===== config.mk =====
export PLATFORM = sky130hd
export DESIGN_NAME = counter_run_controller
export DESIGN_NICKNAME = d
export VERILOG_FILES = /design/src/rtl/counter_run_controller.sv
export SDC_FILE = /design/constraint.sdc
export NUM_CORES = 1
export LEC_CHECK = 0
export ABC_CLOCK_PERIOD_IN_PS = 3700
export CAP_MARGIN = 5
export CELL_PAD_IN_SITES_DETAIL_PLACEMENT = 1
export CELL_PAD_IN_SITES_GLOBAL_PLACEMENT = 2
export CORE_MARGIN = 2
export CORE_UTILIZATION = 37
export CTS_BUF_LIST = sky130_fd_sc_hd__clkbuf_2
export DETAILED_ROUTE_END_ITERATION = 16
export GPL_TIMING_DRIVEN = 0
export PLACE_DENSITY_LB_ADDON = 0.2
export SLEW_MARGIN = 20
export SYNTH_ARGS = -nofsm -noshare
export SYNTH_HDL_FRONTEND = slang
export SYNTH_SLANG_ARGS = --single-unit

===== constraint.sdc =====
create_clock -name clk -period 3.7 [get_ports clk]
set_input_delay 0.37 -clock clk [delete_from_list [all_inputs] [get_ports clk]]
set_output_delay 0.37 -clock clk [all_outputs]
set_load 0.01 [all_outputs]

===== src/rtl/counter_run_controller.sv =====
// Run controller for a WIDTH-bit event counter: START/STOP/PAUSE/CLEAR over valid/ready, IDLE/LOAD/RUN/PAUSE.
// Latency: START accepted at edge N, q=start after N+1, first step at N+2+P; q/tick/done are registered.
// Backpressure: cmd_ready drops only for the single LOAD cycle; every other state accepts a command each cycle.
//
// Ports:
//   clk, rst (async, active-low)
//   cmd_valid/cmd_ready/cmd_op       command handshake (00 START, 01 STOP, 10 PAUSE toggle, 11 CLEAR)
//   cfg_limit/prescale/down/reload   run configuration, sampled only on an accepted START
//   q, tick, done                    count, per-step pulse, terminal-count pulse
//   busy                             controller is not IDLE
module counter_run_controller #(
    parameter int WIDTH      = 4,
    parameter int PRESCALE_W = 4
) (
    input  logic                  clk,
    input  logic                  rst,
    input  logic                  cmd_valid,
    output logic                  cmd_ready,
    input  logic [1:0]            cmd_op,
    input  logic [WIDTH-1:0]      cfg_limit,
    input  logic [PRESCALE_W-1:0] cfg_prescale,
    input  logic                  cfg_down,
    input  logic                  cfg_reload,
    output logic [WIDTH-1:0]      q,
    output logic                  tick,
    output logic                  done,
    output logic                  busy
);

    localparam logic [1:0] OP_START = 2'b00;
    localparam logic [1:0] OP_STOP  = 2'b01;
    localparam logic [1:0] OP_PAUSE = 2'b10;
    localparam logic [1:0] OP_CLEAR = 2'b11;

    typedef struct packed {
        logic [WIDTH-1:0]      limit;
        logic [PRESCALE_W-1:0] prescale;
        logic                  down;
        logic                  reload;
    } cfg_t;

    typedef enum logic [1:0] {
        S_IDLE,
        S_LOAD,
        S_RUN,
        S_PAUSE
    } state_t;

    state_t                state, state_n;
    cfg_t                  cfg, cfg_n, cfg_in;
    logic [WIDTH-1:0]      q_n;
    logic [PRESCALE_W-1:0] pre, pre_n;
    logic                  tick_n, done_n;
    logic                  accept;
    logic [WIDTH-1:0]      start_val, term_val, q_step;

    assign cfg_in    = {cfg_limit, cfg_prescale, cfg_down, cfg_reload};
    assign cmd_ready = (state != S_LOAD);
    assign busy      = (state != S_IDLE);
    assign accept    = cmd_valid & cmd_ready;

    // Up runs 0 -> limit, down runs limit -> 0; reaching the terminal reloads the start value.
    assign start_val = cfg.down ? cfg.limit : '0;
    assign term_val  = cfg.down ? '0 : cfg.limit;
    assign q_step    = (q == term_val) ? start_val
                     : (cfg.down ? q - WIDTH'(1) : q + WIDTH'(1));

    always_comb begin
        state_n = state;
        cfg_n   = cfg;
        q_n     = q;
        pre_n   = pre;
        tick_n  = 1'b0;
        done_n  = 1'b0;
        case (state)
            S_IDLE: begin
                if (accept) begin
                    if (cmd_op == OP_START) begin
                        cfg_n   = cfg_in;
                        state_n = S_LOAD;
                    end else if (cmd_op == OP_CLEAR) begin
                        q_n = '0;
                    end
                end
            end
            S_LOAD: begin
                q_n     = start_val;
                pre_n   = '0;
                state_n = S_RUN;
            end
            S_RUN, S_PAUSE: begin
                // An accepted command pre-empts any step due this cycle.
                if (accept) begin
                    case (cmd_op)
                        OP_START: begin
                            cfg_n   = cfg_in;
                            state_n = S_LOAD;
                        end
                        OP_STOP:  state_n = S_IDLE;
                        OP_PAUSE: state_n = (state == S_RUN) ? S_PAUSE : S_RUN;
                        OP_CLEAR: begin
                            q_n     = '0;
                            state_n = S_IDLE;
                        end
                        default:  state_n = state;
                    endcase
                end else if (state == S_RUN) begin
                    if (pre == cfg.prescale) begin
                        pre_n  = '0;
                        q_n    = q_step;
                        tick_n = 1'b1;
                        done_n = (q_step == term_val);
                        if ((q_step == term_val) && !cfg.reload) begin
                            state_n = S_IDLE;
                        end
                    end else begin
                        pre_n = pre + PRESCALE_W'(1);
                    end
                end
            end
            default: state_n = S_IDLE;
        endcase
    end

    always_ff @(posedge clk or negedge rst) begin
        if (!rst) begin
            state <= S_IDLE;
            cfg   <= '0;
            q     <= '0;
            pre   <= '0;
            tick  <= 1'b0;
            done  <= 1'b0;
        end else begin
            state <= state_n;
            cfg   <= cfg_n;
            q     <= q_n;
            pre   <= pre_n;
            tick  <= tick_n;
            done  <= done_n;
        end
    end

endmodule


==> flow_metrics.tcl <==
set metrics [dict create \
    fp.dieW_microns 67.5 \
    critPathCaptureType "register" \
    vdd_drop_max_v 0.000384 \
    hold_violations 0 \
    outcome "completed" \
    syn_area_per_cell_sq_um 9.55 \
    first_pass_iters 4 \
    seq_power_share_pct 27.9 \
    yosysTopAreaCellShare_pct 36.9 \
    synth.distinct_cells 44 \
    layout-drive-gt1-share_pct 12.6 \
    rsz0062_at_grt "false" \
    p_int_uw 864 \
    syn_inst 156 \
    pwr-share-clk_pct 11.0 \
    critPathLaunchType "register" \
    post_drt_wl_per_cell_microns 15.8 \
    slew_violations 0 \
    start_util_pct 37.8 \
    slowest_delay_ns 0.60 \
    crit_fanout 10 \
    yosysSeqAreaShare_pct 36.9 \
    maxCapViolations 0 \
    finalPower_mw 1.59 \
    cts_tree "yes" \
    clock_latency_ns 0.34 \
    worstSetupPathType "reg2reg" \
    synth_nets 180 \
    arrival_ns 2.79 \
    n_antenna_cell 0 \
    design_area_sq_um 1820 \
    placed_area_sq_um 1770 \
    cts_buffers 3 \
    setup_viol 0 \
    layout_min_cycle_time_ns 2.55 \
    grt_overflow 0 \
    vias 1266 \
    grt_pass1_wl_microns 6350 \
    io_buffers 22 \
    nets 208 \
    cts_root_buf "clkbuf_2" \
    min_path_type "in2async" \
    grt_max_degree 23 \
    synth_largest_area_cell "dfrtp_1" \
    htree_levels 1 \
    detailedPlacementHpwl_microns 2910 \
    viasPerCell 5.43 \
    clk_pin_slew_ns 0.24 \
    synth_warnings 0 \
    combPwrFrac_pct 61.1 \
    p_leak_nw 0.780 \
    core_area_sq_um 3940 \
    fin_util_pct 46.2 \
    synth_area_sq_um 1490 \
    grt_pass1_vias 1399 \
    drtIter0Drc 43 \
    die_area_sq_um 4550 \
    drt-total-wl_microns 3690 \
    layout_setup_ws_ns 1.15 \
    syn2layout_area_growth_pct 22.3 \
    crit_family "compound AO/OA/AOI/OAI gates" \
    antenna_found_initial 0 \
    io_pins 23 \
    relSlewSlack_pct 66.0 \
    cts_sinks 22 \
    fin_skew_ns 0.00748 \
    cts_max_path_buffers 2 \
    tightest_slew_ns 0.510 \
    fin_crit_sh_pct 68.9 \
    power.density_nw_per_um2 875 \
    cp_slowest_cell "dfrtp_1" \
    cp.required_ns 3.94 \
    synth_area_leaders "dfrtp_1 37%, mux2_2 7.6%, ha_1 6.7%" \
    max_freq_mhz 392 \
    die_h_microns 67.5 \
    num_rows 23 \
    path_cells "ha_1, a21o_1, a21oi_1, xnor2_1, mux2i_1, o221ai_1, o32ai_1, a31oi_1" \
    gp_congestion 0.845 \
    drt.antenna.violating_nets 0 \
    swShare_pct 45.8 \
    ys_seq_elements 22 \
    p_sw_uw 731 \
    fin_tns_setup_ns 0 \
    dp_slack_ns 1.19 \
    drc 0 \
    grt_use_total_pct 18.4 \
    worstPathBufferInverterCount 0 \
]
-- registers in the layout (all words and copies together) (netlist names) --
signal / cells
done: 1
q: 4
cfg: 10
state: 2
tick: 1
pre: 4
-- cell usage in the layout (no fill, tap or decap), drive strengths merged, types with 2 or more instances in the layout --
cell,n
a21o,2
a21oi,9
a22oi,4
buf,3
clkbuf,5
clkdlybuf4s50,21
dfrtp,22
ha,8
inv,11
mux2,10
mux2i,2
nand2,8
nand3,2
nor2,15
nor2b,3
nor3,5
nor4,2
o21ai,13
o22ai,6
or2,2
xnor2,3
xor2,6
-- kinds of logic (layout without fill, tap and decap cells) --
kind of cell / after synthesis / in the layout / share of synthesized area, %
compound gates: 46 / 46 / 21.7
flops: 22 / 22 / 36.9
simple gates: 43 / 43 / 14.4
buf+inv: 15 / 42 / 4.79
mux: 12 / 12 / 8.90
xor+xnor: 9 / 9 / 5.29
fa+ha+maj: 9 / 9 / 8.06
-- what timing repair did --
action,CTS,global route
hold buffers,0,1
endpoints found under the setup margin,0,0
gates resized for setup,0,0
endpoints found under the hold margin,0,22
setup buffers,0,0
-- cell usage after synthesis, drive strengths merged --
cell type / n
nor3b: 1
nand3b: 1
a31oi: 1
a22oi: 4
o41a: 1
a21o: 2
nand4bb: 1
nor3: 5
a21oi: 9
o22a: 1
o21ai: 13
o32ai: 1
dfrtp: 22
o22ai: 6
mux2: 10
ha: 8
a2111oi: 1
clkbuf: 2
xor2: 6
nor4bb: 1
nor4: 2
o21bai: 1
nand2: 8
fa: 1
nor2: 15
o211a: 1
o211ai: 1
inv: 11
o31ai: 1
nor2b: 3
nand2b: 1
xnor2: 3
and3: 1
or2: 2
nand3: 2
o221ai: 1
buf: 2
a211oi: 1
a22o: 1
mux2i: 2
-- through the flow --
stage	cells	hold WS, ns
2_1_floorplan	156	0.0744
3_3_place_gp	228	0.513
3_5_place_dp	228	0.509
4_1_cts	232	0.537
5_1_grt	233	0.514
6_report	233	0.482
-- metal layers --
layer	vias up	track usage, %	share of wire [%]
met2	12	34.6	54
met4	0	5.10	0.68
met5	-	0	0
met3	2	3.00	1.9
li1	613	-	-
met1	639	21.4	44
-- area by class of cell --
| type | instances | area, sq um |
|---|---|---|
| Buffer | 4 | 30.0 |
| Tap cell | 50 | 62.6 |
| Clock buffer | 3 | 15.0 |
| Clock inverter | 1 | 30.0 |
| Inverter | 11 | 41.3 |
| Timing Repair Buffer | 23 | 225 |
| Sequential cell | 22 | 551 |
| Multi-Input combinational cell | 119 | 868 |
| Fill cell | 446 | 2120 |
-- final timing paths --
check	start	endpoint	slack, ns	cells after the start
worst min-delay path	rst	pre[2]	0.48	2
worst max register to register	cfg[1]	state[1]	1.15	8
min in group clk	cfg_limit[1]	cfg[7]	0.55	3
max in group asynchronous	rst	q[0]	2.88	2
worst max-delay path	cfg[1]	state[1]	1.15	8
worst min register to register	pre[2]	pre[2]	0.56	1
-- power groups by stage --
stage          combinational (mW)  sequential (mW)  clock (mW)
2_1_floorplan               0.722            0.424           0
3_3_place_gp                0.941            0.446           0
3_5_place_dp                0.977            0.453           0
4_1_cts                     0.982            0.447       0.181
5_1_grt                      1.09            0.461       0.189
6_report                    0.974            0.445       0.175
(Power assumes the default switching activity.)
